`config.mk`:
```
export PLATFORM = sky130hd
export DESIGN_NAME = drbg_generate
export DESIGN_NICKNAME = d
export VERILOG_FILES = /design/src/rtl/drbg_generate.sv
export SDC_FILE = /design/constraint.sdc
export NUM_CORES = 2
export LEC_CHECK = 0
export CAP_MARGIN = 20
export CORE_AREA = 2 2 603 605
export CTS_CLUSTER_SIZE = 28
export DETAILED_ROUTE_END_ITERATION = 12
export DIE_AREA = 0 0 605 607
export HOLD_SLACK_MARGIN = 0.05
export MAX_ROUTING_LAYER = met4
export SYNTH_ARGS = -nofsm -noshare
export SYNTH_HDL_FRONTEND = slang
export SYNTH_SLANG_ARGS = --single-unit
```
`constraint.sdc`:
```
create_clock -name clk -period 3.5 [get_ports clk]
set_input_delay 1.05 -clock clk [delete_from_list [all_inputs] [get_ports clk]]
set_output_delay 1.05 -clock clk [all_outputs]
set_load 0.005 [all_outputs]
```
`src/rtl/drbg_generate.sv`:
```
// CTR_DRBG generate stage: produces N AES-derived blocks from (Key, V), then hands V to update.
// Define DRBG_GEN_ADDIN_EN to add the 384-bit addin port forwarded as upd_data.
module drbg_generate #(
    parameter int unsigned  MAX_BLOCKS   = 16,
    parameter int unsigned  RESEED_LIMIT = 1024,
    parameter int unsigned  RC_W         = 32,
    localparam int unsigned NW           = $clog2(MAX_BLOCKS + 1)
) (
    input  logic          clk,
    input  logic          rst_n,
    input  logic          start,
    input  logic [NW-1:0] num_blocks,
    input  logic [255:0]  key_in,
    input  logic [127:0]  v_in,
`ifdef DRBG_GEN_ADDIN_EN
    input  logic [383:0]  addin,
`endif
    input  logic          reseed_load,
    output logic          aes_req,
    output logic [255:0]  aes_key,
    output logic [127:0]  aes_pt,
    input  logic          aes_ack,
    input  logic [127:0]  aes_ct,
    output logic          out_valid,
    output logic [127:0]  out_data,
    input  logic          out_ready,
    output logic          upd_start,
    output logic [383:0]  upd_data,
    output logic [127:0]  v_out,
    input  logic          upd_done,
    output logic          busy,
    output logic          done,
    output logic          err,
    output logic          reseed_required
);

    typedef enum logic [2:0] {
        StIdle, StCheck, StEncReq, StEncWait, StEmit, StUpd, StUpdWait, StFin
    } state_e;

    state_e          state_q, state_d;
    logic [255:0]    k_q, k_d;
    logic [127:0]    v_q, v_d;
    logic [NW-1:0]   n_q, n_d;
    logic [NW-1:0]   blk_q, blk_d;
    logic [RC_W-1:0] ctr_q, ctr_d;
    logic            aes_req_q, aes_req_d;
    logic            out_valid_q, out_valid_d;
    logic [127:0]    out_data_q, out_data_d;
    logic            upd_start_q, upd_start_d;
    logic [127:0]    v_out_q, v_out_d;
    logic            done_q, done_d;
    logic            err_q, err_d;
    logic            busy_q, busy_d;
    logic            rr_q, rr_d;
`ifdef DRBG_GEN_ADDIN_EN
    logic [383:0]    addin_q, addin_d;
`endif

    always_comb begin
        state_d     = state_q;
        k_d         = k_q;
        v_d         = v_q;
        n_d         = n_q;
        blk_d       = blk_q;
        ctr_d       = ctr_q;
        aes_req_d   = aes_req_q;
        out_valid_d = out_valid_q;
        out_data_d  = out_data_q;
        v_out_d     = v_out_q;
        err_d       = err_q;
        upd_start_d = 1'b0;
        done_d      = 1'b0;
`ifdef DRBG_GEN_ADDIN_EN
        addin_d     = addin_q;
`endif
        unique case (state_q)
            StIdle: begin
                // reseed_load takes effect before a coincident start is checked
                if (reseed_load) ctr_d = RC_W'(1);
                if (start) begin
                    k_d     = key_in;
                    v_d     = v_in;
                    n_d     = num_blocks;
                    blk_d   = '0;
                    err_d   = 1'b0;
                    state_d = StCheck;
`ifdef DRBG_GEN_ADDIN_EN
                    addin_d = addin;
`endif
                end
            end
            StCheck: begin
                if (rr_q || (n_q > NW'(MAX_BLOCKS))) begin
                    err_d   = 1'b1;
                    done_d  = 1'b1;
                    state_d = StFin;
                end else if (n_q == '0) begin
                    state_d = StUpd;
                end else begin
                    state_d = StEncReq;
                end
            end
            StEncReq: begin
                v_d       = v_q + 128'd1;
                aes_req_d = 1'b1;
                state_d   = StEncWait;
            end
            StEncWait: begin
                if (aes_ack) begin
                    aes_req_d   = 1'b0;
                    out_data_d  = aes_ct;
                    out_valid_d = 1'b1;
                    state_d     = StEmit;
                end
            end
            StEmit: begin
                if (out_ready) begin
                    out_valid_d = 1'b0;
                    blk_d       = blk_q + NW'(1);
                    state_d     = (blk_d == n_q) ? StUpd : StEncReq;
                end
            end
            StUpd: begin
                upd_start_d = 1'b1;
                v_out_d     = v_q;
                state_d     = StUpdWait;
            end
            StUpdWait: begin
                if (upd_done) begin
                    done_d  = 1'b1;
                    state_d = StFin;
                end
            end
            StFin: begin
                if (!err_q && (ctr_q != {RC_W{1'b1}})) ctr_d = ctr_q + RC_W'(1);
                err_d   = 1'b0;
                state_d = StIdle;
            end
            default: state_d = StIdle;
        endcase
        rr_d   = ctr_d > RC_W'(RESEED_LIMIT);
        busy_d = state_d != StIdle;
    end

    always_ff @(posedge clk) begin
        if (!rst_n) begin
            state_q     <= StIdle;
            k_q         <= '0;
            v_q         <= '0;
            n_q         <= '0;
            blk_q       <= '0;
            ctr_q       <= '0;
            aes_req_q   <= 1'b0;
            out_valid_q <= 1'b0;
            out_data_q  <= '0;
            upd_start_q <= 1'b0;
            v_out_q     <= '0;
            done_q      <= 1'b0;
            err_q       <= 1'b0;
            busy_q      <= 1'b0;
            rr_q        <= 1'b0;
`ifdef DRBG_GEN_ADDIN_EN
            addin_q     <= '0;
`endif
        end else begin
            state_q     <= state_d;
            k_q         <= k_d;
            v_q         <= v_d;
            n_q         <= n_d;
            blk_q       <= blk_d;
            ctr_q       <= ctr_d;
            aes_req_q   <= aes_req_d;
            out_valid_q <= out_valid_d;
            out_data_q  <= out_data_d;
            upd_start_q <= upd_start_d;
            v_out_q     <= v_out_d;
            done_q      <= done_d;
            err_q       <= err_d;
            busy_q      <= busy_d;
            rr_q        <= rr_d;
`ifdef DRBG_GEN_ADDIN_EN
            addin_q     <= addin_d;
`endif
        end
    end

    assign aes_req         = aes_req_q;
    assign aes_key         = k_q;
    assign aes_pt          = v_q;
    assign out_valid       = out_valid_q;
    assign out_data        = out_data_q;
    assign upd_start       = upd_start_q;
    assign v_out           = v_out_q;
    assign busy            = busy_q;
    assign done            = done_q;
    assign err             = err_q;
    assign reseed_required = rr_q;
`ifdef DRBG_GEN_ADDIN_EN
    assign upd_data        = addin_q;
`else
    assign upd_data        = '0;
`endif

endmodule

```
# == Yosys cells after proc, flatten, opt, wreduce, memory -nomap -nowiden ==
# Cells that the tools add are included.
# word_totals
register_bits,692
latchBits,0
ram_bits,0
mem_bits_ro,0
in_bits,524
output_inout_bits,1031
word_cells,79
n_memories,0
# classes
n_addsub,3
multipliers,0
div_mod_pow,0
n_lt_le_gt_ge,2
n_eq_ne,13
shifts,0
n_mux,28
bitwise,0
n_reduce_logical,18
# op_table
operator,n
$pmux W128 S2,1
$add A128 B1 Y128 const B,1
$mux W128,1
$mux W32,2
$pmux W32 S2,1
$add A32 B1 Y32 const B,1
$gt A32 B11 Y1 const B,1
$ne A32 B32 Y1 const B,1
$pmux W3 S8,1
$mux W3,7
$eq A3 B3 Y1 const B,4
$mux W5,2
$pmux W5 S2,1
$reduce_and A3 Y1,3
$mux W1,8
$ne A2 B2 Y1 const B,4
$reduce_and A2 Y1,4
$reduce_bool A2 Y1,4
$eq A3 B2 Y1 const B,2
$pmux W1 S2,3
$reduce_bool A3 Y1,2
$add A5 B1 Y5 const B,1
$eq A5 B5 Y1,1
$gt A5 B5 Y1 const B,1
other kinds (7),7

# == Depth between registers and ports, before layout ==
# depth
word_depth,6
depth_mapped,11
mapped_depth_nobuf,9

# == Worst setup path after synthesis ==
# Ideal clock, no wire load.
# synth_timing
path_type,register to register
start,register ctr_q[21]
end,"register rr_q, in the netlist reseed_required"
setup_ns,0.127
t_arrival_ns,2.803
required_ns,3.373
slack_ns,0.570
path_stages_with_launch,9
path_buffers,1
synth_period_minus_slack_ns,2.930
path_cell_list,dfxtp_1 > nand3_4 > or4_4 > buf_6 > o41ai_2 > a32oi_1 > or4_1 > o41ai_1 > or3b_1
# synth_via
elab_chain_len,5
word_cells_on_any_way,7
cone_classes,add/sub: 1; order compare: 1; eq/ne: 1; mux: 3; reduce/logical: 1
# synth_rtl
item,line_no,source
"start, declared",46,"logic [RC_W-1:0] ctr_q, ctr_d;"
"start signal, assigned",172,ctr_q <= ctr_d;
branches (longest 3 deep; another with $add A32 B1 Y32),-,
$pmux W32 S2 *,77,unique case (state_q)
$gt A32 B11 Y1 *,142,rr_d = ctr_d > RC_W'(RESEED_LIMIT);
"end signal, assigned",181,rr_q <= rr_d;
"end, declared",55,"logic rr_q, rr_d;"
# Every way passes the cells marked *.
# A chain may end at the register's enable or synchronous reset.

# == Worst setup path after layout ==
# layout_timing
start,"register v_q[100], in the netlist aes_pt[100]"
end,output aes_pt[100]
# layout_lines
item,line_no,source
"start, declared",43,"logic [127:0] v_q, v_d;"
"start signal, assigned",169,v_q <= v_d;
"end, declared",21,"output logic [127:0] aes_pt,"
# No word-level cell between the ends.

==> flow_metrics.env <==
export IMPL_status="finished with violations"
export IMPL_violations="setup timing"
export IMPL_clock_tree_buffer_depth=4
export IMPL_grt_max_degree=113
export IMPL_max_stage_delay_ps=1000
export IMPL_synth_most_common_cell="nand2_1"
export IMPL_die_height_um=607
export IMPL_drt_iter0_drc=3223
export IMPL_clockRootBuffer="clkbuf_16"
export IMPL_area_growth_pct=66.5
export IMPL_peakVddDrop_mv=0.363
export IMPL_cts_tree="built"
export IMPL_postSynthAreaPerCell_um2=7.60
export IMPL_yosysSeqAreaShare_pct=44.9
export IMPL_rr_worst_depth=9
export IMPL_synth_async_reset_ratio_pct=0
export IMPL_hp_class="reg -> reg"
export IMPL_yosys_area_share_simple_pct=24.4
export IMPL_fin_cells=10200
export IMPL_place_area_um2=47900
export IMPL_critPathKind="reg -> out"
export IMPL_finalPower_mw=31.5
export IMPL_yosys_area_top_type_share_pct=44.9
export IMPL_wire_per_inst_um=25.1
export IMPL_fill_cells=41300
export IMPL_fmax_mhz=284
export IMPL_synth_flop_cell="dfxtp_1"
export IMPL_clockPowerShare_pct=33.6
export IMPL_place_ws_ps=152
export IMPL_grtUsageMet2_pct=22.1
export IMPL_muxShareOfSynthArea_pct=0.458
export IMPL_skew_ps=46.2
export IMPL_fin_nets=5776
export IMPL_whs_ps=450
export IMPL_cp_data_required_time_ps=2450
export IMPL_setup_viol_count_final=1
export IMPL_multiInputGateArea_um2=14500
export IMPL_synth_top_area_cell="dfxtp_1"
export IMPL_grt_pass1_wl_um=319000
export IMPL_cts_htree_levels=3
export IMPL_ctsResizeCount=6
export IMPL_regArea_um2=13900
export IMPL_hold_depth=2
export IMPL_drive_gt1_share_pct=7.31
export IMPL_numCtsBuffers=98
export IMPL_synthTopCellsByCount="nand2_1 (1203), dfxtp_1 (692), a21oi_1 (660), buf_4 (384), clkbuf_1 (258)"
export IMPL_synth_compound_area_share_pct=16.9
export IMPL_syn_area_um2=30900
export IMPL_drcViolationCount=0
export IMPL_switching_share_pct=38.0
export IMPL_synthAdderAreaFrac_pct=0.122
export IMPL_synth_area_leaders="dfxtp_1 (45%), nand2_1 (15%), a21oi_1 (11%)"
export IMPL_drv_slew=0
export IMPL_vias=34200
export IMPL_start_kind="flop"
export IMPL_dp_cells=9943
export IMPL_yosysUniqueCellTypes=73
export IMPL_synthCells=4061
export IMPL_cp_end_kind="output port"
export IMPL_finalCriticalPeriod_ps=3530
export IMPL_hpwl_um=214000
export IMPL_synth_edf_count=0
export IMPL_post_cts_buffers=0
export IMPL_clock_latency_ps=840
export IMPL_comb_power_share_pct=34.3
export IMPL_cts_clk_slew_worst_paths_ps=60
export IMPL_hold_violations=0
export IMPL_port_buffers=1170
export IMPL_drt_first_pass_iters=7
export IMPL_io_pins=1555
export IMPL_critPathMaxFanout=8
export IMPL_vias_per_cell=3.35
export IMPL_cts_sinks=692
export IMPL_p_int_mw=19.5
export IMPL_grt_pass1_vias=30500
export IMPL_rsz0062_at_grt="false"
export IMPL_fin_util_pct=14.2
export IMPL_critPathBufInv=1
export IMPL_fin_area_um2=51400
export IMPL_busiest_layer="met2"
export IMPL_rows=221
export IMPL_synthXorXnorAreaFrac_pct=0.341
export IMPL_ys_warn_count=0
export IMPL_grt_usage_pct=13.6
export IMPL_ctsHoldBuffers=0
export IMPL_initial_core_util_pct=8.55
export IMPL_die_area_um2=367000
export IMPL_tightestPinTransition_ps=1020
export IMPL_grtUsageMet3_pct=6.25
export IMPL_die_w_um=605
export IMPL_pwr_share_seq_pct=32.1
export IMPL_cp_depth=1
export IMPL_wl_um=256000
export IMPL_ys_ff_latch=692
export IMPL_gp_congestion=0.916
export IMPL_core_um2=361000
export IMPL_antenna_found_initial=222
export IMPL_overflow=0
export IMPL_crit_slowest_cell="clkdlybuf4s50_1"
export IMPL_crit_chain="clkdlybuf4s50_1"
export IMPL_p_sw_mw=12.0
export IMPL_period_share_pct=101
export IMPL_p_leak_nw=17.1
export IMPL_p_per_area_nw_per_um2=613
export IMPL_critical_path_top_delay_family="buffers and inverters"
export IMPL_cap_viol_max_count=0
export IMPL_ant_nets=0
export IMPL_arrival_ps=2480
export IMPL_fin_tns_setup_ps=-26.8
export IMPL_synth_top_family_by_area="simple AND/OR/NAND/NOR gates"
export IMPL_postLayoutSetupSlackWorst_ps=-26.8
export IMPL_grt_util_met1_pct=14.9
export IMPL_slew_headroom_pct=31.7
[per-layer routing]
metal / vias up / share of wire (%)
met4: 0 / 3.3
met2: 2006 / 47
met5: - / 0
met3: 424 / 11
met1: 16300 / 38
li1: 15500 / -
[cell usage in the layout, fill, tap and decap left out, types with 20 or more instances in the layout]
cell	Yosys	final
buf_12	0	28
buf_4	384	162
dfxtp_1	692	692
nor4_1	29	29
nor2_1	117	116
nand4_1	53	53
or3_1	25	25
conb_1	1	384
clkbuf_16	0	100
nand2_1	1203	1201
and2_1	24	22
a21oi_1	660	660
a31oi_1	41	41
and3_1	40	39
nor3_1	62	62
o21ai_0	81	81
clkdlybuf4s50_1	0	1159
inv_1	21	20
diode_2	0	80
nand3_1	96	95
o211ai_1	41	41
[area by class of cell]
cell class | count | share of cell area (%)
Multi-Input combinational cell | 3080 | 28.3
Antenna cell | 80 | 0.390
Tap cell | 4794 | 11.7
Sequential cell | 692 | 27.0
Timing Repair Buffer | 1356 | 26.1
Clock buffer | 128 | 5.29
Inverter | 21 | 0.168
Clock inverter | 47 | 1.12
[final timing paths]
kind               start              end  slack [ps]
max          aes_pt[100]      aes_pt[100]         -30
min            v_out[67]        v_out[67]         450
max reg2reg     ctr_q[0]  reseed_required         250
min reg2reg    v_out[67]        v_out[67]         450
[logic make-up (layout without fill, tap and decap cells)]
kind of cell,after synthesis,count (layout)
xor+xnor,12,12
mux,13,13
fa+ha+maj,3,3
buf+inv,672,1552
compound gates,936,936
flops,692,692
simple gates,1732,1732
other cells,1,464
[sequential cells by signal (all words and copies together), names as in the netlist]
| name | count |
|---|---|
| done | 1 |
| err | 1 |
| aes_key | 256 |
| out_valid | 1 |
| n_q | 5 |
| state_q | 3 |
| busy | 1 |
| reseed_required | 1 |
| blk_q | 5 |
| aes_pt | 128 |
| aes_req | 1 |
| ctr_q | 32 |
| v_out | 128 |
| upd_start | 1 |
| out_data | 128 |
[power by group through the flow]
stage / combinational, mW / clock [mW] / sequential [mW]
after floorplan: 3.99 / 0 / 10.2
after global placement: 11.0 / 0 / 10.2
after global routing: 11.6 / 11.2 / 10.3
final: 10.8 / 10.6 / 10.1
after detailed placement: 11.1 / 0 / 10.3
after CTS: 11.1 / 10.9 / 10.1
Power figures use the tool's default switching activity.
